$ cat src/rtl/rc4_keystream_xor.sv
// RC4 keystream consumer: buffers 4-bit keystream nibbles in a FIFO and XORs each
// with one plaintext nibble into a registered valid/ready output stage.
module rc4_keystream_xor #(
    parameter int DEPTH = 8,
    parameter int CW    = 16
) (
    input  logic                     clk,
    input  logic                     reset,
    input  logic                     flush,
    input  logic                     ks_valid,
    input  logic [3:0]               ks_data,
    output logic                     ks_ready,
    input  logic                     pt_valid,
    input  logic [3:0]               pt_data,
    output logic                     pt_ready,
    output logic                     ct_valid,
    output logic [3:0]               ct_data,
    input  logic                     ct_ready,
    output logic [$clog2(DEPTH):0]   fill,
    output logic [CW-1:0]            nib_count,
    output logic                     ks_overflow
);

    localparam int AW = $clog2(DEPTH);
    localparam logic [AW:0]   PTR_ONE = (AW+1)'(1);
    localparam logic [CW-1:0] CNT_ONE = CW'(1);

    logic [3:0]    mem_q [DEPTH];
    logic [AW:0]   wr_ptr_q, wr_ptr_d;
    logic [AW:0]   rd_ptr_q, rd_ptr_d;
    logic          ct_valid_q, ct_valid_d;
    logic [3:0]    ct_data_q, ct_data_d;
    logic [CW-1:0] nib_count_q, nib_count_d;
    logic          ks_overflow_q, ks_overflow_d;

    logic full, empty, out_free, push, fire, handshake;
    logic [3:0] fifo_head;

    // Wrap bits differ but indices match: writer is one lap ahead of the reader.
    assign full      = (wr_ptr_q[AW] != rd_ptr_q[AW]) &&
                       (wr_ptr_q[AW-1:0] == rd_ptr_q[AW-1:0]);
    assign empty     = (wr_ptr_q == rd_ptr_q);
    assign fill      = wr_ptr_q - rd_ptr_q;
    assign fifo_head = mem_q[rd_ptr_q[AW-1:0]];

    assign ks_ready  = !full;
    assign out_free  = !ct_valid_q || ct_ready;
    assign pt_ready  = !empty && out_free;
    assign handshake = ct_valid_q && ct_ready;
    assign push      = ks_valid && ks_ready && !flush;
    assign fire      = pt_valid && pt_ready && !flush;

    always_comb begin
        wr_ptr_d      = wr_ptr_q;
        rd_ptr_d      = rd_ptr_q;
        ct_valid_d    = ct_valid_q;
        ct_data_d     = ct_data_q;
        nib_count_d   = handshake ? nib_count_q + CNT_ONE : nib_count_q;
        ks_overflow_d = ks_overflow_q || (ks_valid && !ks_ready);

        if (flush) begin
            wr_ptr_d   = '0;
            rd_ptr_d   = '0;
            ct_valid_d = 1'b0;
        end else begin
            if (push) wr_ptr_d = wr_ptr_q + PTR_ONE;
            if (fire) begin
                rd_ptr_d   = rd_ptr_q + PTR_ONE;
                ct_data_d  = pt_data ^ fifo_head;
                ct_valid_d = 1'b1;
            end else if (handshake) begin
                ct_valid_d = 1'b0;
            end
        end
    end

    always_ff @(posedge clk) begin
        if (reset) begin
            wr_ptr_q      <= '0;
            rd_ptr_q      <= '0;
            ct_valid_q    <= 1'b0;
            ct_data_q     <= '0;
            nib_count_q   <= '0;
            ks_overflow_q <= 1'b0;
        end else begin
            wr_ptr_q      <= wr_ptr_d;
            rd_ptr_q      <= rd_ptr_d;
            ct_valid_q    <= ct_valid_d;
            ct_data_q     <= ct_data_d;
            nib_count_q   <= nib_count_d;
            ks_overflow_q <= ks_overflow_d;
        end
    end

    // NOTE: storage is deliberately not reset; entries are only read behind the
    // write pointer, so reset values would cost flops without changing behaviour.
    always_ff @(posedge clk) begin
        if (push) mem_q[wr_ptr_q[AW-1:0]] <= ks_data;
    end

    assign ct_valid    = ct_valid_q;
    assign ct_data     = ct_data_q;
    assign nib_count   = nib_count_q;
    assign ks_overflow = ks_overflow_q;

endmodule
$ cat config.mk
export PLATFORM = sky130hd
export DESIGN_NAME = rc4_keystream_xor
export DESIGN_NICKNAME = d
export VERILOG_FILES = /design/src/rtl/rc4_keystream_xor.sv
export SDC_FILE = /design/constraint.sdc
export NUM_CORES = 1
export LEC_CHECK = 0
export ABC_AREA = 1
export CORE_ASPECT_RATIO = 1.25
export CORE_MARGIN = 2
export CORE_UTILIZATION = 30
export DETAILED_ROUTE_END_ITERATION = 16
export PLACE_DENSITY_LB_ADDON = 0.3
export SETUP_SLACK_MARGIN = 0.02
export SLEW_MARGIN = 20
export SYNTH_ARGS = -nofsm -noshare
export SYNTH_HDL_FRONTEND = slang
export SYNTH_SLANG_ARGS = --single-unit
$ cat constraint.sdc
create_clock -name clk -period 4.4 [get_ports clk]
set_clock_uncertainty 0.05 [all_clocks]
set_input_delay 0.66 -clock clk [delete_from_list [all_inputs] [get_ports clk]]
set_output_delay 0.66 -clock clk [all_outputs]
set_load 0.02 [all_outputs]
==> impl_metrics.toml, run 1 <==
[status]
status = "complete, no violations"

[drt]
vias_per_cell = 4.43
wl_mm = 6.60
wl_per_cell_um = 11.9
first_pass_iters = 5
final_antenna_net_count = 0
drc_errors = 0
drtIter0Drc = 123
via_count = 2462

[yosys]
yosys_warnings = 0
mappedNetlistArea_um2 = 3150
seq_area_frac_synth_pct = 51.5
syn_inst = 375
async_flop_share_pct = 0
synth.avg_cell_area_um2 = 8.39
synth_flop_cell = "dfxtp_1"
yosysUniqueCellTypes = 39
synth_edf_count = 32
synth-seq-cells = 65
synth_fp_nets = 396

[layout]
final_cell_mix = "84 x nand2_1, 67 x inv_1, 41 x clkdlybuf4s50_1"
instances_no_fill = 556
nets = 443
syn_to_final_growth_pct = 26.0
final_common_cell = "nand2_1"
antenna_cells = 0
drive_gt1_share_pct = 9.13
fillerInstances = 1050

[min_path]
holdPathEnd = "nib_count[8]"
hold_path_depth = 2
min_from = "nib_count[8]"
hold_class = "flip-flop to flip-flop"

[floorplanning]
ioPinCount = 42
fp.dieH_um = 119
die_area_um2 = 11300
fp.coreArea_um2 = 10200
initial_core_util_pct = 31.0
rows = 41
fp.dieW_um = 95.6

[clock_network]
cts_tree = "done"
cts_sinks = 65
numCtsBuffers = 9
root_buffer = "clkbuf_16"
cts_max_level = 3
cts_hold_buffers = 0
cts-resized-gates = 0
clk_latency_ns = 0.32
clk_pin_slew_ns = 0.05
cts_setup_buffers = 0
clk_path_buf_depth = 2

[place]
dp.final_hpwl_mm = 4.97
dpl.cell_count = 540
portBuffers = 41
place.gp.congestion = 0.790
preCtsSetupSlack_ns = 1.43

[sta]
rsz0062_at_grt = "no"
finalHoldViolCount = 0
maxSlewHeadroom_pct = 58.7
fmax_ghz = 0.337
final_max_slew_viol_count = 0
fin_crit_sh_pct = 67.4
setup_tns_ns = 0
holdWs_ns = 0.410
fin_crit_ns = 2.97
setup_ws_ns = 1.43
tightest_slew_ns = 0.619
finalSetupViolCount = 0

[global_route]
antenna_found_initial = 0
grt_usage_pct = 12.6
overflow = 0
grt_start_max_net_pins = 18
grt_pass1_vias = 2398
grt_pass1_wl_mm = 11.1

[critical_path]
reg2reg_to = "mem_q[1][2]"
reg2reg_depth = 9
r2r-start = "wr_ptr_q[0]"
setup.worst_path.start_class = "input port"
cp_data_arrival_time_ns = 2.26
end_kind = "output pin"
cp.required_ns = 3.69
path_cells = "clkdlybuf4s50_1, inv_1, nand2_1, a21boi_0, clkdlybuf4s50_1"
cp_top_family = "buffers and inverters"
crit_type = "input port to output pin"
cpPeakStageDelay_ns = 0.63
critical-path-slowest-cell = "clkdlybuf4s50_1"
reg2reg_slack_ns = 2.27
worst-path-max-fanout = 4
cpMostUsedCell = "clkdlybuf4s50_1"
path_buf_inv = 3

[pwr]
netSwitchingPower_uw = 285
leakage_uw = 0.00159
pwr_density_cell_nw_per_um2 = 352
power.share.combinational_pct = 5.7
p_int_uw = 1110
switching_share_pct = 20.5
pwr-share-seq_pct = 46.3
power_uw = 1390
ir_worst_vdd_uv = 225
p_clk_share_pct = 48.0

[run]
maxCapViolations = 0
-- synthesized netlist by cell type, drive strengths merged, types with 2 or more instances --
library cell | instances | area [um^2]
nand2 | 91 | 364
inv | 71 | 269
nand3 | 39 | 213
nor2 | 34 | 155
dfxtp | 33 | 661
edfxtp | 32 | 961
a21oi | 25 | 129
o21ai | 12 | 60.1
nor3 | 11 | 70.1
ha | 6 | 75.1
buf | 4 | 35.0
clkbuf | 2 | 7.51
nand4 | 2 | 27.5
xor2 | 2 | 17.5
-- worst reg2reg max path, delay by kind of cell (launching register included) --
kind | cells | cell delay, ns
buffers and inverters | 3 | 0.31
and+or+nand+nor | 5 | 0.73
adders and majority gates | 1 | 0.30
DFF | 1 | 0.39
-- power by group through the flow --
stage                     logic [uW]  registers (uW)  clock network (uW)
after global placement          79.1             657                   0
after floorplan                 42.3             658                   0
after detailed placement        79.8             658                   0
after global routing            88.2             645                 715
after CTS                       80.5             645                 691
final                           79.0             645                 669
-- cells by family after synthesis --
| group | after synthesis | share of synthesized area, % |
|---|---|---|
| AOI/OAI and AO/OA | 41 | 6.92 |
| xor gates and xnor gates | 3 | 0.835 |
| adders and majority gates | 7 | 3.02 |
| buffers and inverters | 78 | 10.1 |
| DFF | 65 | 51.5 |
| and+or+nand+nor | 181 | 27.6 |
-- worst max path at each step --
| stage | startpoint | end | depth (start not counted) |
|---|---|---|---|
| after global routing | ct_ready | pt_ready | 5 |
| after floorplan | wr_ptr_q[0] | pt_ready | 5 |
| after global placement | ct_ready | pt_ready | 5 |
| after detailed placement | ct_ready | pt_ready | 5 |
| after CTS | ct_ready | pt_ready | 5 |
| final | ct_ready | pt_ready | 5 |
-- metrics by stage --
step                      instance area (um^2)  util, %
after global routing                      3970     39.0
after CTS                                 3970     39.0
after detailed placement                  3680     36.3
final                                     3970     39.0
after floorplan                           3150        -
after global placement                    3680     36.3
-- cell type report --
| type | count | area [um^2] | share of cell area (%) |
|---|---|---|---|
| Sequential cell | 65 | 1620 | 40.9 |
| Clock buffer | 12 | 236 | 5.96 |
| Timing Repair Buffer | 42 | 418 | 10.5 |
| Multi-Input combinational cell | 232 | 1210 | 30.5 |
| Tap cell | 129 | 161 | 4.07 |
| Inverter | 72 | 274 | 6.91 |
| Clock inverter | 4 | 45.0 | 1.14 |
-- state kept, by name, indices dropped and copies added, names as in the netlist, named ones only --
register / count
wr_ptr_q: 4
mem_q: 32
ks_overflow: 1
rd_ptr_q: 4
nib_count: 16
ct_data: 4
ct_valid: 1
-- layer usage --
metal,share of wire [%],routed length (um),track usage [%],vias to the layer above
met4,1.9,127,6.34,0
met1,47,3070,15.5,1116
met3,3.6,235,3.25,10
met5,0,0,0,-
met2,48,3170,20.2,40
li1,-,-,-,1296
Power figures use the tool's default switching activity.
==> inputs of run 2 (changes only) <==
- clock period: 4.4 -> 2.46 ns (I/O delays scaled with it)
==> impl_metrics.toml, run 2 (synthesis results as in run 1) <==
[drt]
vias_per_cell = 4.37
drtIter0Drc = 195
via_count = 2437
drc_errors = 0
wl_mm = 6.61
wl_per_cell_um = 11.8
final_antenna_net_count = 0
first_pass_iters = 4

[sta]
finalHoldViolCount = 0
finalSetupViolCount = 0
fin_crit_sh_pct = 94.4
fmax_ghz = 0.430
fin_crit_ns = 2.32
final_max_slew_viol_count = 0
setup_tns_ns = 0
rsz0062_at_grt = "no"
setup_ws_ns = 0.137
maxSlewHeadroom_pct = 70.8
holdWs_ns = 0.407
tightest_slew_ns = 0.437

[layout]
nets = 445
largest_register_ffs = 32
drive_gt1_share_pct = 9.56
final_cell_mix = "84 x nand2_1, 67 x inv_1, 37 x nand3_1"
final_common_cell = "nand2_1"
antenna_cells = 0
syn_to_final_growth_pct = 27.0

[clock_network]
cts_hold_buffers = 0
cts_tree = "done"
cts_max_level = 3
root_buffer = "clkbuf_16"
cts_sinks = 65
clk_path_buf_depth = 2
clk_pin_slew_ns = 0.05
cts_setup_buffers = 0
clk_latency_ns = 0.32
numCtsBuffers = 9

[critical_path]
critical-path-slowest-cell = "dfxtp_1"
cp_data_arrival_time_ns = 1.90
path_cells = "inv_1, ha_1, fa_1, xnor2_1, clkdlybuf4s15_1"
worst-path-max-fanout = 5
crit_type = "flip-flop to output pin"
setup.worst_path.start_class = "flip-flop"
cpPeakStageDelay_ns = 0.39
end_kind = "output pin"
cp.required_ns = 2.04

[floorplanning]
fp.dieW_um = 95.6
ioPinCount = 42
fp.dieH_um = 119
die_area_um2 = 11300
rows = 41
initial_core_util_pct = 31.0
fp.coreArea_um2 = 10200

[place]
portBuffers = 41
place.gp.congestion = 0.823
preCtsSetupSlack_ns = 0.165
dp.final_hpwl_mm = 5.03

[global_route]
grt_start_max_net_pins = 17
grt_pass1_wl_mm = 11.2
grt_pass1_vias = 2308
grt_usage_pct = 12.9
overflow = 0
antenna_found_initial = 0

[run]
maxCapViolations = 0

[min_path]
hold_class = "flip-flop to flip-flop"

[pwr]
ir_worst_vdd_uv = 287
power_uw = 2550
pwr_density_cell_nw_per_um2 = 637
leakage_uw = 0.00162

[status]
status = "complete, no violations"
run 2: layout make-up:
cell class / instances / area [um^2]
repair buffers: 44 / 432
fillers: 1018 / 6160
well taps: 129 / 161
flip-flops and latches: 65 / 1620
clock inverters: 3 / 38.8
inverters: 72 / 274
clock buffers: 13 / 260
multi-input cells: 232 / 1210
run 2: final timing paths:
kind | from | endpoint | slack (ns) | depth (start not counted)
worst max-delay path | wr_ptr_q[0] | fill[2] | 0.14 | 5
worst min-delay path | nib_count[8] | nib_count[8] | 0.41 | 2
worst max register to register | wr_ptr_q[0] | mem_q[0][1] | 0.37 | 9
worst min register to register | nib_count[8] | nib_count[8] | 0.41 | 2
run 2: power breakdown:
group          switching [uW]  leakage (uW)  internal [uW]  total, uW
registers                6.88      0.000555           1150       1150
logic                    84.3      0.000917           56.0        140
clock network             419      0.000147            834       1250
total                     510       0.00162           2040       2550
run 2: layer usage:
| layer | vias up | routed length, um | global-route usage (%) |
|---|---|---|---|
| met5 | - | 0 | 0 |
| met4 | 0 | 118 | 7.05 |
| met3 | 8 | 256 | 2.68 |
| met2 | 44 | 3170 | 19.4 |
| met1 | 1085 | 3070 | 17.0 |
| li1 | 1300 | - | - |
run 2: stage by stage:
| stage | instance area (um^2) | instances | utilization, % |
|---|---|---|---|
| floorplan | 3150 | 375 | - |
| global placement | 3700 | 542 | 36.4 |
| detailed placement | 3700 | 542 | 36.4 |
| CTS | 3990 | 558 | 39.3 |
| global route | 4000 | 558 | 39.3 |
| finish | 4000 | 558 | 39.3 |
run 2: what timing repair did:
| item | CTS | global route |
|---|---|---|
| setup endpoints to repair | 4 | 2 |
| pin swaps | 0 | 0 |
| endpoints found under the hold margin | 0 | 0 |
| gates resized for setup | 4 | 2 |
run 2: critical path: cells and delay by family (launching register included):
family	cells	cell delay [ns]
xor gates and xnor gates	1	0.16
DFF	1	0.39
adders and majority gates	2	0.61
buffers and inverters	2	0.42
